`config.mk`:
```
export PLATFORM = sky130hd
export DESIGN_NAME = alsu_req_scheduler_flat
export DESIGN_NICKNAME = d
export VERILOG_FILES = /design/src/rtl/alsu_pkg.sv /design/src/rtl/alsu_req_scheduler_if.sv /design/src/rtl/alsu_rr_arb.sv /design/src/rtl/alsu_req_scheduler.sv /design/src/flat_wrapper.sv
export SDC_FILE = /design/constraint.sdc
export NUM_CORES = 1
export LEC_CHECK = 0
export ABC_AREA = 1
export BUFFER_PORTS_ARGS = -buffer_cell sky130_fd_sc_hd__buf_2
export CAP_MARGIN = 20
export CORE_ASPECT_RATIO = 1.75
export CORE_MARGIN = 5
export CORE_UTILIZATION = 48
export DETAILED_ROUTE_END_ITERATION = 8
export GPL_TIMING_DRIVEN = 0
export PLACE_DENSITY = 0.91
export SETUP_SLACK_MARGIN = 0.02
export SYNTH_ARGS = -nofsm -noshare
export SYNTH_HDL_FRONTEND = slang
export SYNTH_SLANG_ARGS = --single-unit
```
`constraint.sdc`:
```
create_clock -name clk -period 2.51 [get_ports clk]
set_input_delay 0.1255 -clock clk [delete_from_list [all_inputs] [get_ports clk]]
set_output_delay 0.1255 -clock clk [all_outputs]
set_load 0.05 [all_outputs]
```
`src/rtl/alsu_pkg.sv`:
```
// Shared ALSU command layout, opcodes and idle vector for the request scheduler.
package alsu_pkg;

    localparam int unsigned CMD_W           = 16;
    localparam int unsigned OPND_W          = 3;
    localparam int unsigned DATA_W          = 6;
    localparam int unsigned DEFAULT_LATENCY = 2;

    // Command field offsets
    localparam int unsigned A_LSB         = 0;
    localparam int unsigned B_LSB         = 3;
    localparam int unsigned OP_LSB        = 6;
    localparam int unsigned BYPASS_B_BIT  = 9;
    localparam int unsigned BYPASS_A_BIT  = 10;
    localparam int unsigned RED_OP_B_BIT  = 11;
    localparam int unsigned RED_OP_A_BIT  = 12;
    localparam int unsigned DIRECTION_BIT = 13;
    localparam int unsigned SERIAL_IN_BIT = 14;
    localparam int unsigned CIN_BIT       = 15;

    localparam logic [OPND_W-1:0] OP_AND    = 3'b000;
    localparam logic [OPND_W-1:0] OP_XOR    = 3'b001;
    localparam logic [OPND_W-1:0] OP_ADD    = 3'b010;
    localparam logic [OPND_W-1:0] OP_MUL    = 3'b011;
    localparam logic [OPND_W-1:0] OP_SHIFT  = 3'b100;
    localparam logic [OPND_W-1:0] OP_ROTATE = 3'b101;
    localparam logic [OPND_W-1:0] OP_IDLE   = 3'b110;

    // Bit layout matches the offsets above (first member is the MSB)
    typedef struct packed {
        logic              cin;
        logic              serial_in;
        logic              direction;
        logic              red_op_a;
        logic              red_op_b;
        logic              bypass_a;
        logic              bypass_b;
        logic [OPND_W-1:0] op;
        logic [OPND_W-1:0] b;
        logic [OPND_W-1:0] a;
    } alsu_cmd_t;

    typedef enum logic [1:0] {
        ARB_FREE  = 2'b00,
        ARB_LOCK0 = 2'b01,
        ARB_LOCK1 = 2'b10
    } arb_state_t;

    // Idle vector: given opcode, all operands and control bits zero
    function automatic logic [CMD_W-1:0] idle_vec(input logic [OPND_W-1:0] op);
        logic [CMD_W-1:0] v;
        v = '0;
        v[OP_LSB +: OPND_W] = op;
        return v;
    endfunction

    localparam logic [CMD_W-1:0] IDLE_VEC = idle_vec(OP_IDLE);

endpackage

```
`src/rtl/alsu_req_scheduler_if.sv`:
```
// Requester, ALSU-pin and response signals of the ALSU request scheduler.
interface alsu_req_scheduler_if;
    import alsu_pkg::*;

    logic              req0_valid;
    logic              req0_ready;
    alsu_cmd_t         req0_cmd;
    logic              req0_lock;
    logic              req1_valid;
    logic              req1_ready;
    alsu_cmd_t         req1_cmd;
    logic              req1_lock;

    logic [OPND_W-1:0] alsu_A;
    logic [OPND_W-1:0] alsu_B;
    logic [OPND_W-1:0] alsu_op;
    logic              alsu_cin;
    logic              alsu_serial_in;
    logic              alsu_direction;
    logic              alsu_red_op_A;
    logic              alsu_red_op_B;
    logic              alsu_bypass_A;
    logic              alsu_bypass_B;
    logic [DATA_W-1:0] alsu_out;

    logic              rsp_valid;
    logic              rsp_id;
    logic [DATA_W-1:0] rsp_data;

    // Scheduler side
    modport slave (
        input  req0_valid, req0_cmd, req0_lock,
        input  req1_valid, req1_cmd, req1_lock,
        input  alsu_out,
        output req0_ready, req1_ready,
        output alsu_A, alsu_B, alsu_op, alsu_cin, alsu_serial_in, alsu_direction,
        output alsu_red_op_A, alsu_red_op_B, alsu_bypass_A, alsu_bypass_B,
        output rsp_valid, rsp_id, rsp_data
    );

    // Requester / ALSU side
    modport master (
        output req0_valid, req0_cmd, req0_lock,
        output req1_valid, req1_cmd, req1_lock,
        output alsu_out,
        input  req0_ready, req1_ready,
        input  alsu_A, alsu_B, alsu_op, alsu_cin, alsu_serial_in, alsu_direction,
        input  alsu_red_op_A, alsu_red_op_B, alsu_bypass_A, alsu_bypass_B,
        input  rsp_valid, rsp_id, rsp_data
    );

endinterface

```
`src/rtl/alsu_rr_arb.sv`:
```
// Two-way round-robin arbiter with a lock that pins the grant to one requester.
module alsu_rr_arb
    import alsu_pkg::*;
(
    input  logic       clk,
    input  logic       rst,
    input  logic [1:0] valid,
    input  logic [1:0] lock,
    input  logic [1:0] hs,
    output logic [1:0] ready_c,
    output logic       grant_id_c
);

    arb_state_t state_q;
    arb_state_t state_d;
    logic       last_q;
    logic       last_d;

    // State and last-granted pointer; last=1 makes req0 win the first tie
    always_ff @(posedge clk or posedge rst) begin
        if (rst) begin
            state_q <= ARB_FREE;
            last_q  <= 1'b1;
        end else begin
            state_q <= state_d;
            last_q  <= last_d;
        end
    end

    // Grant decode from state and valids
    always_comb begin
        ready_c = 2'b00;
        case (state_q)
            ARB_FREE: begin
                if (valid[0] && valid[1]) begin
                    ready_c = last_q ? 2'b01 : 2'b10;
                end else begin
                    ready_c = valid;
                end
            end
            ARB_LOCK0: ready_c[0] = valid[0];
            ARB_LOCK1: ready_c[1] = valid[1];
            default:   ready_c = 2'b00;
        endcase
        grant_id_c = ready_c[1];
    end

    // Next state: every handshake moves the pointer and sets or clears the lock
    always_comb begin
        state_d = state_q;
        last_d  = last_q;
        if (hs[0]) begin
            last_d  = 1'b0;
            state_d = lock[0] ? ARB_LOCK0 : ARB_FREE;
        end else if (hs[1]) begin
            last_d  = 1'b1;
            state_d = lock[1] ? ARB_LOCK1 : ARB_FREE;
        end
    end

endmodule

```
`src/rtl/alsu_req_scheduler.sv`:
```
// Issues arbitrated commands onto the ALSU pins and returns tagged results in order.
module alsu_req_scheduler
    import alsu_pkg::*;
#(
    parameter int unsigned       LATENCY = DEFAULT_LATENCY,
    parameter logic [OPND_W-1:0] IDLE_OP = OP_IDLE
) (
    input  logic                 clk,
    input  logic                 rst,
    alsu_req_scheduler_if.slave  bus
);

    localparam int unsigned      DEPTH = LATENCY + 1;
    localparam logic [CMD_W-1:0] IDLE  = idle_vec(IDLE_OP);

    logic [1:0]        valid;
    logic [1:0]        lock;
    logic [1:0]        ready_c;
    logic [1:0]        hs_c;
    logic              grant_id_c;
    logic              issue_c;
    logic [CMD_W-1:0]  grant_cmd_c;

    logic [CMD_W-1:0]  issue_q;
    logic [DEPTH-1:0]  trk_valid_q;
    logic [DEPTH-1:0]  trk_id_q;
    logic              rsp_valid_q;
    logic              rsp_id_q;
    logic [DATA_W-1:0] rsp_data_q;

    assign valid          = {bus.req1_valid, bus.req0_valid};
    assign lock           = {bus.req1_lock, bus.req0_lock};
    assign hs_c           = valid & ready_c;
    assign issue_c        = |hs_c;
    assign grant_cmd_c    = grant_id_c ? CMD_W'(bus.req1_cmd) : CMD_W'(bus.req0_cmd);
    assign bus.req0_ready = ready_c[0];
    assign bus.req1_ready = ready_c[1];

    alsu_rr_arb u_arb (
        .clk        (clk),
        .rst        (rst),
        .valid      (valid),
        .lock       (lock),
        .hs         (hs_c),
        .ready_c    (ready_c),
        .grant_id_c (grant_id_c)
    );

    // Issue register: accepted command for one cycle, idle vector otherwise
    always_ff @(posedge clk or posedge rst) begin
        if (rst) begin
            issue_q <= IDLE;
        end else begin
            issue_q <= issue_c ? grant_cmd_c : IDLE;
        end
    end

    assign bus.alsu_A         = issue_q[A_LSB +: OPND_W];
    assign bus.alsu_B         = issue_q[B_LSB +: OPND_W];
    assign bus.alsu_op        = issue_q[OP_LSB +: OPND_W];
    assign bus.alsu_cin       = issue_q[CIN_BIT];
    assign bus.alsu_serial_in = issue_q[SERIAL_IN_BIT];
    assign bus.alsu_direction = issue_q[DIRECTION_BIT];
    assign bus.alsu_red_op_A  = issue_q[RED_OP_A_BIT];
    assign bus.alsu_red_op_B  = issue_q[RED_OP_B_BIT];
    assign bus.alsu_bypass_A  = issue_q[BYPASS_A_BIT];
    assign bus.alsu_bypass_B  = issue_q[BYPASS_B_BIT];

    // In-flight tracking: {valid, id} follows each command through the ALSU pipeline
    always_ff @(posedge clk or posedge rst) begin
        if (rst) begin
            trk_valid_q <= '0;
            trk_id_q    <= '0;
        end else begin
            trk_valid_q <= {trk_valid_q[DEPTH-2:0], issue_c};
            trk_id_q    <= {trk_id_q[DEPTH-2:0], grant_id_c & issue_c};
        end
    end

    // Response register: capture the ALSU result when the tracked command reaches the tail
    always_ff @(posedge clk or posedge rst) begin
        if (rst) begin
            rsp_valid_q <= 1'b0;
            rsp_id_q    <= 1'b0;
            rsp_data_q  <= '0;
        end else begin
            rsp_valid_q <= trk_valid_q[DEPTH-1];
            if (trk_valid_q[DEPTH-1]) begin
                rsp_id_q   <= trk_id_q[DEPTH-1];
                rsp_data_q <= bus.alsu_out;
            end
        end
    end

    assign bus.rsp_valid = rsp_valid_q;
    assign bus.rsp_id    = rsp_id_q;
    assign bus.rsp_data  = rsp_data_q;

endmodule

```
`src/flat_wrapper.sv`:
```
// flat-port wrapper written by rule: the top's interface ports become plain ports
module alsu_req_scheduler_flat import alsu_pkg::*;
#(
    parameter int unsigned       LATENCY = DEFAULT_LATENCY,
    parameter logic [OPND_W-1:0] IDLE_OP = OP_IDLE
)
  (clk, rst, bus_req0_valid, bus_req0_cmd, bus_req0_lock, bus_req1_valid, bus_req1_cmd, bus_req1_lock, bus_alsu_out, bus_req0_ready, bus_req1_ready, bus_alsu_A, bus_alsu_B, bus_alsu_op, bus_alsu_cin, bus_alsu_serial_in, bus_alsu_direction, bus_alsu_red_op_A, bus_alsu_red_op_B, bus_alsu_bypass_A, bus_alsu_bypass_B, bus_rsp_valid, bus_rsp_id, bus_rsp_data);
  alsu_req_scheduler_if bus_i ();
  input  logic clk;
  input  logic rst;
  input wire logic [$bits(bus_i.req0_valid)-1:0] bus_req0_valid;
  input wire logic [$bits(bus_i.req0_cmd)-1:0] bus_req0_cmd;
  input wire logic [$bits(bus_i.req0_lock)-1:0] bus_req0_lock;
  input wire logic [$bits(bus_i.req1_valid)-1:0] bus_req1_valid;
  input wire logic [$bits(bus_i.req1_cmd)-1:0] bus_req1_cmd;
  input wire logic [$bits(bus_i.req1_lock)-1:0] bus_req1_lock;
  input wire logic [$bits(bus_i.alsu_out)-1:0] bus_alsu_out;
  output wire logic [$bits(bus_i.req0_ready)-1:0] bus_req0_ready;
  output wire logic [$bits(bus_i.req1_ready)-1:0] bus_req1_ready;
  output wire logic [$bits(bus_i.alsu_A)-1:0] bus_alsu_A;
  output wire logic [$bits(bus_i.alsu_B)-1:0] bus_alsu_B;
  output wire logic [$bits(bus_i.alsu_op)-1:0] bus_alsu_op;
  output wire logic [$bits(bus_i.alsu_cin)-1:0] bus_alsu_cin;
  output wire logic [$bits(bus_i.alsu_serial_in)-1:0] bus_alsu_serial_in;
  output wire logic [$bits(bus_i.alsu_direction)-1:0] bus_alsu_direction;
  output wire logic [$bits(bus_i.alsu_red_op_A)-1:0] bus_alsu_red_op_A;
  output wire logic [$bits(bus_i.alsu_red_op_B)-1:0] bus_alsu_red_op_B;
  output wire logic [$bits(bus_i.alsu_bypass_A)-1:0] bus_alsu_bypass_A;
  output wire logic [$bits(bus_i.alsu_bypass_B)-1:0] bus_alsu_bypass_B;
  output wire logic [$bits(bus_i.rsp_valid)-1:0] bus_rsp_valid;
  output wire logic [$bits(bus_i.rsp_id)-1:0] bus_rsp_id;
  output wire logic [$bits(bus_i.rsp_data)-1:0] bus_rsp_data;
  assign bus_i.req0_valid = bus_req0_valid;
  assign bus_i.req0_cmd = bus_req0_cmd;
  assign bus_i.req0_lock = bus_req0_lock;
  assign bus_i.req1_valid = bus_req1_valid;
  assign bus_i.req1_cmd = bus_req1_cmd;
  assign bus_i.req1_lock = bus_req1_lock;
  assign bus_i.alsu_out = bus_alsu_out;
  assign bus_req0_ready = bus_i.req0_ready;
  assign bus_req1_ready = bus_i.req1_ready;
  assign bus_alsu_A = bus_i.alsu_A;
  assign bus_alsu_B = bus_i.alsu_B;
  assign bus_alsu_op = bus_i.alsu_op;
  assign bus_alsu_cin = bus_i.alsu_cin;
  assign bus_alsu_serial_in = bus_i.alsu_serial_in;
  assign bus_alsu_direction = bus_i.alsu_direction;
  assign bus_alsu_red_op_A = bus_i.alsu_red_op_A;
  assign bus_alsu_red_op_B = bus_i.alsu_red_op_B;
  assign bus_alsu_bypass_A = bus_i.alsu_bypass_A;
  assign bus_alsu_bypass_B = bus_i.alsu_bypass_B;
  assign bus_rsp_valid = bus_i.rsp_valid;
  assign bus_rsp_id = bus_i.rsp_id;
  assign bus_rsp_data = bus_i.rsp_data;
  alsu_req_scheduler #(.LATENCY(LATENCY), .IDLE_OP(IDLE_OP)) u_core (.clk(clk), .rst(rst), .bus(bus_i));
endmodule
```
==> metrics.md <==
| Metric | Value |
|---|---|
| Cell row count | 26 |
| Setup TNS Final | 0 ns |
| Setup CP Type | flop to output port |
| DRC viols | 0 |
| Net count after synthesis | 193 |
| Top-Level Pins | 70 |
| Crit-path slowest cell | dfstp_2 |
| Pleak | 0.00114 µW |
| Detail Route Antenna Nets | 0 |
| Critical Path AT | approximately 1.6 ns |
| Share of layout cells above drive strength 1 | 0.417 |
| CTS resizes | 0 |
| Slew headroom | 0.512 |
| Post-Place Cells | 247 |
| First DRT Iteration DRCs | 14 |
| PwrDens | 974 nW/µm² |
| CP startpoint kind | flop |
| Via count | ~1200 |
| IO buf count | approximately 70 |
| Worst reg2reg path endpoint | u_core.issue_q[11] |
| Wire length per cell | 12.9 µm |
| Clock Tree Root | clkbuf_8 |
| Distinct cells, synth | 13 |
| VDD IR max | about 470 µV |
| Later-pin clock latency in the skew report | 0.28 ns |
| First-pass GRT wire length | 5.46 mm |
| Clk pin slew, worst setup/hold paths | 0.07 ns |
| Worst hold slack | 0.0706 ns |
| R2R depth | 4 |
| Syn Area/Cell | 9.38 µm² |
| H-tree Lvls | 2 |
| Reg2reg start | u_core.u_arb.last_q |
| Worst Tran Pin Value | roughly 0.73 ns |
| Final WL | 3.29 mm |
| FF+latch area | around 830 µm² |
| Chip Width | between 50 and 60 µm |
| Initial antenna violation count | 0 |
| Final setup vio count | 0 |
| Starting Density | 0.488 |
| Hold_sp | bus_req1_cmd[5] |
| Area delta synth->final | 35.8% |
| Pins Over Slew Limit | 0 |
| Core area | 2860 µm² |
| CTS Sinks | 33 |
| Max frequency | 580 MHz |
| RSZ-0062 raised after global routing | no |
| CP max stage delay | about 0.54 ns |
| CTS buffer count | 5 |
| Max Cap Violations | 0 |
| Largest net degree at the start of global routing | 18 |
| Congestion Overflow GR | 0 |
| Post-Syn Instances | 149 |
| GRT Util Overall | 0.177 |
| Vias in the first global route | 1180 |
| Status | completed |
| Worst clock skew | 0.00674 ns |
| CTS tree | yes |
| Worst path top cell family by delay | flip-flops |
| Number of diodes | 0 |
| CP Capture Type | output port |
| Number of synthesized register bits | 33 |
| Worst Path Buf+Inv | 3 |
| Crit-path cells | nand3_2, nand2_4, buf_6, inv_1, buf_2 |
| Worst-case clock buffer depth | 2 |
| Hold Crit Class | primary input to flop |
| Final Cycle Share | 0.687 |
| WHS Path Cells | 3 |
| R2r setup slk | 1.24 ns |
| Hold EP | u_core.issue_q[5] |
| Final Non-Filler Cells | roughly 260 |
| Finished Core Util | 0.663 |
| Vias/cell | 4.70 |
| Area used by multi-input combinational logic | 422 µm² |
| Total Die Area | approximately 4100 µm² |
| Seq/Total Area, Yosys | 0.594 |
| Critical Path Fanout Max | 10 |
| Final hold violation count | 0 |
| HPWL Detailed | between 2 and 2.5 mm |
| Final min period | around 1.7 ns |
| Fill cells | ~240 |
| Placer Congestion | 0.747 |
| Post-Syn Area | 1400 µm² |
| DRT Pass-1 Iters | 4 |
| Synth warn | 0 |
| Final net count | 271 |
| Worst EP required | 2.38 ns |
| Die Ht | ~81 µm |
==> layer usage <==
metal,global-route usage,vias up,share of wire,routed length [µm]
li1,-,604,-,-
met1,0.194,551,0.37,1210
met2,0.301,41,0.55,1800
met3,0.0587,6,0.071,234
met4,0.0818,0,0.015,49
met5,0,-,0,0
==> report_power, final <==
part | internal, µW | switching, µW | total [µW]
clock | 192 | 180 | 372
sequential | 667 | 49.7 | 716
combinational | 200 | 561 | 761
total | 1060 | 791 | 1850
==> layout make-up <==
cell class | instances | share of cell area
well taps | 28 | 0.0185
clock buffers | 6 | 0.0382
multi-input cells | 82 | 0.222
repair buffers | 71 | 0.202
inverters | 29 | 0.0573
flip-flops and latches | 33 | 0.437
clock inverters | 2 | 0.00527
plain buffers | 5 | 0.0198
==> per-stage QoR <==
step / instance area, µm² / setup slack, ns / total power [µW]
6_report: 1900 / 0.787 / 1850
5_1_grt: 1900 / 0.674 / 1960
4_1_cts: 1900 / 0.753 / 1870
3_5_place_dp: 1810 / 1.09 / 1490
3_3_place_gp: 1780 / 1.11 / 1460
2_1_floorplan: 1400 / 1.24 / 1290
==> worst max path at each step <==
stage	startpoint	to	cells past startpoint
after floorplan	u_core.u_arb.state_q[0]	bus_req1_ready	4
after global placement	u_core.u_arb.last_q	bus_req1_ready	5
after detailed placement	u_core.u_arb.last_q	bus_req1_ready	5
after CTS	u_core.u_arb.last_q	bus_req1_ready	5
after global routing	u_core.u_arb.last_q	bus_req1_ready	5
final	u_core.u_arb.last_q	bus_req1_ready	5
==> kinds of logic (layout without fill, tap and decap cells) <==
kind of cell | after synthesis | count (layout) | share of synthesized area
muxes | 7 | 7 | 0.0564
buffers and inverters | 34 | 113 | 0.105
and+or+nand+nor | 71 | 71 | 0.231
AOI/OAI and AO/OA | 4 | 4 | 0.0143
DFF | 33 | 33 | 0.594
==> tightest hold or removal path: stages <==
cell,delay (ns)
buf_2,0.08
nand3_1,0.06
nand2_1,0.06
==> cells in the mapped netlist <==
master,n,area share
nand2_4,1,0.0081
nand2_1,32,0.086
nand3_2,1,0.0072
mux2_2,7,0.056
buf_6,2,0.016
dfrtp_1,30,0.54
o21ai_0,4,0.014
dfstp_2,3,0.056
buf_2,3,0.011
inv_1,29,0.078
nor2_1,15,0.040
nor2_8,1,0.014
nand3_1,21,0.075
==> cell usage in the layout, fill, tap and decap left out, types with 2 or more instances in the layout <==
cell type / instances
dfrtp_1: 30
buf_2: 72
o21ai_0: 4
clkbuf_8: 5
nor2_1: 15
inv_1: 29
mux2_2: 7
nand2_1: 32
clkinv_2: 2
dfstp_2: 3
nand3_1: 21
buf_6: 2
==> state kept, by name, summed over array words and instances, names as in the netlist <==
signal and flops:
u_core.issue_q 16, u_core.bus.rsp_data 6, u_core.trk_id_q 3, u_core.trk_valid_q 3, u_core.u_arb.state_q 2, u_core.bus.rsp_id 1
u_core.bus.rsp_valid 1, u_core.u_arb.last_q 1
==> what timing repair did <==
item | CTS | global route
setup buffers | 0 | 0
setup endpoints to repair | 0 | 0
hold endpoints to repair | 13 | 0
hold buffers | 1 | 0
Note: power is estimated with default switching activity, not from simulation.
